[config.mk]
export PLATFORM = sky130hd
export DESIGN_NAME = mux_nto1_rr
export DESIGN_NICKNAME = d
export VERILOG_FILES = /design/src/rtl/mux_nto1_rr.sv
export SDC_FILE = /design/constraint.sdc
export NUM_CORES = 1
export LEC_CHECK = 0
export BUFFER_PORTS_ARGS = -buffer_cell sky130_fd_sc_hd__buf_4
export CAP_MARGIN = 20
export CORE_MARGIN = 8
export CORE_UTILIZATION = 44
export DETAILED_ROUTE_END_ITERATION = 6
export PLACE_DENSITY_LB_ADDON = 0.05
export SYNTH_ARGS = -nofsm -noshare
export SYNTH_HDL_FRONTEND = slang
export SYNTH_SLANG_ARGS = --single-unit
[constraint.sdc]
create_clock -name clk -period 3.3 [get_ports clk]
set_input_delay 0.99 -clock clk [delete_from_list [all_inputs] [get_ports clk]]
set_output_delay 0.99 -clock clk [all_outputs]
set_load 0.03 [all_outputs]
[src/rtl/mux_nto1_rr.sv]
// Purpose: N-to-1 registered multiplexer with per-channel valid/ready and manual or round-robin selection.
// Latency: 1 cycle from input transfer (in_valid & in_ready) to out_valid.
// Backpressure: out_ready=0 with out_valid=1 holds the output register and drops every in_ready.
//
// Ports:
//   clk, rst_n            single clock, asynchronous active-low reset (sync release expected upstream)
//   in_data / in_valid    packed channel data (channel k at [k*WIDTH +: WIDTH]) and per-channel valid
//   in_ready              per-channel accept strobe, combinational, at most one bit set
//   mode, sel             0 = manual (sel chooses the channel), 1 = round-robin scan
//   out_data/out_ch       registered word and the index of the channel it came from
//   out_valid/out_ready   output handshake
// Optional build macro MUX_NTO1_PARITY_EN adds:
//   in_parity             per-channel even-parity bit for in_data
//   out_parity            registered even parity over out_data
//   parity_err            one-cycle pulse alongside the word whose in_parity did not match

module mux_nto1_rr #(
    parameter int  NUM_CH = 4,
    parameter int  WIDTH  = 8,
    localparam int SEL_W  = $clog2(NUM_CH)
) (
    input  logic                     clk,
    input  logic                     rst_n,
    input  logic [NUM_CH*WIDTH-1:0]  in_data,
    input  logic [NUM_CH-1:0]        in_valid,
    output logic [NUM_CH-1:0]        in_ready,
    input  logic                     mode,
    input  logic [SEL_W-1:0]         sel,
    output logic [WIDTH-1:0]         out_data,
    output logic [SEL_W-1:0]         out_ch,
    output logic                     out_valid,
`ifdef MUX_NTO1_PARITY_EN
    input  logic [NUM_CH-1:0]        in_parity,
    output logic                     out_parity,
    output logic                     parity_err,
`endif
    input  logic                     out_ready
);

    // ------------------------------------------------------------------
    // State
    // ------------------------------------------------------------------
    logic [WIDTH-1:0]  r_out_data;
    logic [SEL_W-1:0]  r_out_ch;
    logic              r_out_valid;
    logic [SEL_W-1:0]  r_rr_ptr;
`ifdef MUX_NTO1_PARITY_EN
    logic              r_out_parity;
    logic              r_parity_err;
`endif

    // ------------------------------------------------------------------
    // Combinational signals
    // ------------------------------------------------------------------
    logic [WIDTH-1:0]  w_ch_data [NUM_CH];
    logic [SEL_W-1:0]  w_rr_idx  [NUM_CH];
    logic              w_load_en;
    logic              w_sel_ok;
    logic              w_man_vld;
    logic              w_rr_vld;
    logic [SEL_W-1:0]  w_rr_gnt;
    logic              w_gnt_vld;
    logic [SEL_W-1:0]  w_gnt;
    logic [WIDTH-1:0]  w_gnt_data;
    logic              w_xfer;
    logic [SEL_W-1:0]  w_rr_next;

    // Unpack the flat data bus into one word per channel.
    for (genvar k = 0; k < NUM_CH; k++) begin : g_unpack
        assign w_ch_data[k] = in_data[k*WIDTH +: WIDTH];
    end

    // Scan order for round-robin: w_rr_idx[i] = (rr_ptr + i) mod NUM_CH.
    // One extra bit in the sum keeps the wrap correct for non-power-of-2 NUM_CH.
    for (genvar i = 0; i < NUM_CH; i++) begin : g_scan
        logic [SEL_W:0] w_sum;
        assign w_sum       = {1'b0, r_rr_ptr} + (SEL_W+1)'(i);
        assign w_rr_idx[i] = (w_sum >= (SEL_W+1)'(NUM_CH))
                           ? SEL_W'(w_sum - (SEL_W+1)'(NUM_CH))
                           : w_sum[SEL_W-1:0];
    end

    // The output register may take a new word when empty or draining this cycle.
    assign w_load_en = !r_out_valid || out_ready;

    // Manual mode: a select beyond the last channel simply grants nothing.
    assign w_sel_ok  = (int'(sel) < NUM_CH);
    assign w_man_vld = w_sel_ok && in_valid[sel];

    // Round-robin: first valid channel starting at rr_ptr.
    always_comb begin
        w_rr_vld = 1'b0;
        w_rr_gnt = '0;
        for (int i = 0; i < NUM_CH; i++) begin
            if (!w_rr_vld && in_valid[w_rr_idx[i]]) begin
                w_rr_vld = 1'b1;
                w_rr_gnt = w_rr_idx[i];
            end
        end
    end

    assign w_gnt_vld  = mode ? w_rr_vld : w_man_vld;
    assign w_gnt      = mode ? w_rr_gnt : sel;
    assign w_gnt_data = w_ch_data[w_gnt];

    // A grant only turns into a transfer when the register can load; during
    // reset nothing is accepted so no upstream word is lost.
    assign w_xfer = rst_n && w_gnt_vld && w_load_en;

    always_comb begin
        in_ready = '0;
        if (w_xfer) begin
            in_ready[w_gnt] = 1'b1;
        end
    end

    // Pointer moves just past the channel served, wrapping at NUM_CH-1.
    assign w_rr_next = (w_gnt == SEL_W'(NUM_CH - 1)) ? '0 : w_gnt + SEL_W'(1);

    // ------------------------------------------------------------------
    // Output register and round-robin pointer
    // ------------------------------------------------------------------
    always_ff @(posedge clk or negedge rst_n) begin
        if (!rst_n) begin
            r_out_valid <= 1'b0;
            r_out_data  <= '0;
            r_out_ch    <= '0;
            r_rr_ptr    <= '0;
        end else begin
            if (w_load_en) begin
                // Empty or draining: either refill or go empty; data/ch keep
                // their last values when nothing is granted.
                r_out_valid <= w_xfer;
                if (w_xfer) begin
                    r_out_data <= w_gnt_data;
                    r_out_ch   <= w_gnt;
                end
            end
            if (w_xfer && mode) begin
                r_rr_ptr <= w_rr_next;
            end
        end
    end

`ifdef MUX_NTO1_PARITY_EN
    // Parity travels with the word; the error flag is a single-cycle pulse
    // lined up with the first cycle the faulty word is presented.
    always_ff @(posedge clk or negedge rst_n) begin
        if (!rst_n) begin
            r_out_parity <= 1'b0;
            r_parity_err <= 1'b0;
        end else begin
            if (w_xfer) begin
                r_out_parity <= ^w_gnt_data;
            end
            r_parity_err <= w_xfer && ((^w_gnt_data) != in_parity[w_gnt]);
        end
    end

    assign out_parity = r_out_parity;
    assign parity_err = r_parity_err;
`endif

    assign out_data  = r_out_data;
    assign out_ch    = r_out_ch;
    assign out_valid = r_out_valid;

endmodule

Yosys cells after proc, flatten, opt, wreduce, memory -nomap -nowiden
Index checks and enable logic that the tools add are counted.

word-level totals
  register bits after elaboration = 13
  output and inout port bits = 15
  logic and storage cells = 70

operators by class
  $add $sub $neg = 8
  order comparisons = 12
  equal/unequal tests = 1
  mux-type cells = 31
  bitwise gates (word level) = 1
  reduce and logical (&&, ||, !) cells = 13

operators with widths
  operator               number
  $mux W2                10
  $lt A2 B3 Y1 const B   6
  $bmux W8 S2            1
  $mux W8                2
  $ge A3 B3 Y1 const B   4
  $mux W1                11
  $bmux W1 S2            5
  $sub A2 B1 Y2 const B  4
  $logic_and A1 B1 Y1    7
  $add A2 B2 Y3 const B  2
  $logic_not A1 Y1       4
  $mux W4                1
  $add A2 B1 Y3 const B  1
  $ge A2 B3 Y1 const B   1
  $not A2 Y3             1
  $add A2 B1 Y2 const B  1
  $demux W1 S2           1
  $eq A2 B2 Y1 const B   1
  $ge A2 B1 Y1 const B   1
  $reduce_and A2 Y1      1
  $logic_or A1 B1 Y1     1

Logic depth before layout (Yosys ltp)
  word-level depth = 20
  gate-level depth with buffers = 8
  gate-level depth less buffers = 6

Worst setup path after synthesis
No wires, ideal clock.

  path type = input-to-output
  from = input sel[0]
  to = output in_ready[2]
  data arrival time = 2.452 ns
  required time = 2.310 ns
  setup slack = -0.142 ns
  stages on the path = 5
  path buffers = 1
  path through = mux4_1 -> mux2_4 -> nand3_1 -> buf_2 -> nor3b_1

between the ends
  word-level cells in the longest chain between the ends = 6
  elaborated cells on any way between the ends = 12

ends and longest elaborated chain
  element                                                                      line      text
  from (decl)                                                                  28        input logic [SEL_W-1:0] sel,
  $mux W2 / $bmux W1 S2 (equally long branches)                                103, 88
  $lt A2 B3 Y1 (not written as such) (tied with other cells)                   113       in_ready[w_gnt] = 1'b1;
  $logic_and A1 B1 Y1 (not written as such) / $mux W1 (equally long branches)  113, 102
  $mux W1 (not written as such) / $logic_and A1 B1 Y1 (equally long branches)  113, 108
  $demux W1 S2 / $logic_and A1 B1 Y1 (equally long branches)                   113, 108
  $mux W4 (*)                                                                  112       if (w_xfer) begin
  to (decl)                                                                    26        output logic [NUM_CH-1:0] in_ready,

Mark *: on every way between the ends. The rest lies on a longest branch, timed or not. The select of a mux whose other input is x is not followed.

Final worst setup path
  from = input in_valid[0]
  to = output in_ready[3]

between the ends
  word-level cells in the longest chain between the ends = 18
  elaborated cells on any way between the ends = 34

ends and longest elaborated chain
  element                                                                    line  text
  from (decl)                                                                25    input logic [NUM_CH-1:0] in_valid,
  $bmux W1 S2                                                                95    if (!w_rr_vld && in_valid[w_rr_idx[i]]) begin
  $mux W1 (not written as such)                                              95
  $mux W1                                                                    95
  $logic_not A1 Y1                                                           95
  $logic_and A1 B1 Y1                                                        95
  $mux W1                                                                    95
  $logic_not A1 Y1                                                           95
  $logic_and A1 B1 Y1                                                        95
  (+2 left out)                                                              n/a
  $logic_and A1 B1 Y1                                                        95
  $mux W2                                                                    95
  $mux W2                                                                    103   assign w_gnt = mode ? w_rr_gnt : sel;
  $lt A2 B3 Y1 (not written as such) / $ge A2 B1 Y1 (equally long branches)  113
  $logic_and A1 B1 Y1 (not written as such)                                  113
  $mux W1 (not written as such)                                              113
  $demux W1 S2                                                               113
  $mux W4 (*)                                                                112

Marked as above.

==> impl_metrics.yaml <==
synthesis:
  synthTopCellsByArea: "dfrtp_1, mux2i_1, o221ai_2, nand2_1, mux2_4"
  synth_area_per_cell_um2: 11.07
  synth_compound_area_share_pct: 18.43
  synth_edf_count: 0
  synthCells: 92
  syn-cell-area_um2: 1018
  synth_cell_types: 31
  synthMuxAreaShare_pct: 23.71
  synth_common_cells: "mux2i_1, nand2_1, dfrtp_1"
  synth.most_common_cell: "mux2i_1"
  synth-xor-area-share_pct: 0
  synthArstFlopShare_pct: 100.0
  synth_fa_ha_area_share_pct: 1.229
  ys_ff_latch: 13
  yosys.area.top_type: "dfrtp_1"
  yosysWarnings: 0
  synth_nets: 135
  ys_seq_area_share_pct: 31.94
  yosys.area_share.simple_pct: 20.39
  synth_top_flop_cell: "dfrtp_1"
  synth_top_family_by_area: "multiplexers"
  yosysTopAreaCellShare_pct: 31.94
global_route:
  grt_pass1_vias: 1080
  antenna_found_initial: 0
  grt_max_degree: 17
  grt_pass1_wl_mm: 5.209
  grtUsageTotal_pct: 15.57
  gr-total-overflow: 0
detailed_routing:
  viasPerCell: 5.305
  wire_per_inst_um: 17.04
  routed_wl_mm: 3.237
  dr.pass1.iters: 4
  antenna_left: 0
  drc_errors: 0
  vias: 1008
  drt_iter0_drc: 51
cells_and_area:
  drive_gt1_share_pct: 61.73
  nFillCells: 168
  postLayoutCoreUtil_pct: 74.13
  final_nets: 206
  area_growth_pct: 59.46
  antennaDiodeCount: 0
  stdcell_area_um2: 1624
timing:
  clock_skew_ns: 0.004321
  maxSlewViolCount: 0
  rsz0062_at_grt: "true"
  slew_headroom_pct: 73.65
  fmaxAchievable_ghz: 0.2969
  finalCritPeriodShare_pct: 102.1
  worst_pin_slew_ns: 0.3918
  fin_crit_ns: 3.368
  hold_viol_final: 0
  report.final.setup_viol: 4
  fin_ws_ns: -0.06808
pwr:
  cellPowerDensity_nw_per_um2: 552.8
  power_mw: 0.8978
  total_leakage_power_nw: 0.8069
  ir_worst_vdd_uv: 432.9
clock_network:
  clockBufferDepth: 2
  ctsHoldBuffers: 0
  cts_tree: "done"
  cts_sinks: 13
  clk_latency_ns: 0.28
  cts.root.buffer_cell: "clkbuf_4"
  cts_buffers: 3
  path_clk_slew_ns: 0.08
  h-tree-depth: 1
worst_setup_path:
  cp_data_arrival_time_ns: 2.38
  start_kind: "input port"
  cp_max_fo: 4
  worstPathRequired_ns: 2.31
  crit_type: "in -> out"
  r2r_cells: 7
  startpoint: "in_valid[0]"
  r2r-start: "r_rr_ptr[1]"
  end_kind: "output port"
  reg2reg_slack_ns: 1.33
  cp_slowest_cell: "or4_1"
  r2r-end: "out_data[5]"
  crit_chain: "buf_6, or4_1, mux2_4, and3_4, and2_4, buf_6"
  max_stage_delay_ns: 0.53
  crit_top_cell: "buf_6"
die:
  start_util_pct: 46.49
  rows: 17
  dieArea_um2: 4110
  num_io_pins: 57
  core-area_um2: 2191
  fp.dieW_um: 64.11
  dieHeight_um: 64.11
flow_run:
  drv_cap: 0
min_path:
  min_path_cells: 2
  hold_class: "reg -> reg"
  hold_start: "out_ch[0]"
  min_to: "out_ch[0]"
placement:
  dp_hpwl_mm: 2.632
  dpl-instance-area_um2: 1564
  place_ws_ns: -0.1684
  place.gp.congestion: 0.8255
  io_buffers: 56
status:
  failed_checks: "setup timing"
  status: "finished with violations"
==> where the power goes <==
part / leakage (nW) / total (mW) / internal (mW) / switching, mW
registers: 0.159 / 0.267 / 0.215 / 0.0517
clock network: 0.0150 / 0.103 / 0.0469 / 0.0565
logic: 0.633 / 0.528 / 0.254 / 0.274
total: 0.807 / 0.898 / 0.516 / 0.382
==> layer usage <==
metal / vias to the layer above / GRT usage [%] / routed length [um]
met2: 39 / 26.85 / 1648
met5: - / 0 / 0
li1: 489 / - / -
met4: 0 / 4.087 / 42
met3: 6 / 5.052 / 236
met1: 474 / 18.13 / 1310
==> sequential cells by signal, summed over array words and instances, names as in the netlist <==
signal     flops
out_valid      1
out_data       8
out_ch         2
r_rr_ptr       2
==> worst max-delay path, delay by kind of cell <==
| kind | cells | cell delay, ns |
|---|---|---|
| buf+inv | 2 | 0.23 |
| mux | 1 | 0.30 |
| simple gates | 3 | 0.86 |
==> repair_timing <==
action | 4_1_cts | 5_1_grt
buffers inserted | 0 | 0
resized for setup | 7 | 5
setup endpoints to repair | 4 | 4
pin swaps | 3 | 2
==> cell type report <==
class | count | area (um^2) | share of cell area (%)
Timing Repair Buffer | 71 | 555.5 | 34.21
Multi-Input combinational cell | 73 | 678.2 | 41.76
Sequential cell | 13 | 325.3 | 20.03
Tap cell | 28 | 35.03 | 2.157
Inverter | 1 | 3.754 | 0.2311
Clock buffer | 4 | 26.28 | 1.618
==> cells by family (layout without fill, tap and decap cells) <==
group           count (synthesis)  count (layout)
flops                          13              13
mux                            21              21
simple gates                   35              35
compound gates                 16              16
fa+ha+maj                       1               1
buf+inv                         6              76
==> cells in the final DEF (no fill, tap or decap), types with 2 or more instances in the layout <==
cell,count
mux2_4,3
clkbuf_4,3
nand2_1,14
mux2i_1,17
nand2_4,2
o21ai_1,2
buf_4,66
buf_6,4
nor2_1,3
a21boi_0,2
dfrtp_1,13
o221ai_2,8
==> worst max-delay path by stage <==
stage | endpoint | slack [ns]
2_1_floorplan | in_ready[3] | 0.07
3_3_place_gp | in_ready[3] | -0.12
3_5_place_dp | in_ready[3] | -0.17
4_1_cts | in_ready[1] | -0.06
5_1_grt | in_ready[3] | -0.09
6_report | in_ready[3] | -0.07
==> per-stage QoR <==
| stage | hold slack [ns] | TNS [ns] | cells |
|---|---|---|---|
| CTS | 0.4971 | -0.1497 | 190 |
| floorplan | 0.5616 | 0 | 92 |
| finish | 0.4907 | -0.1470 | 190 |
| detailed placement | 0.4678 | -0.3523 | 186 |
| global route | 0.5132 | -0.2738 | 190 |
| global placement | 0.4666 | -0.2082 | 186 |
(Power assumes the default switching activity.)
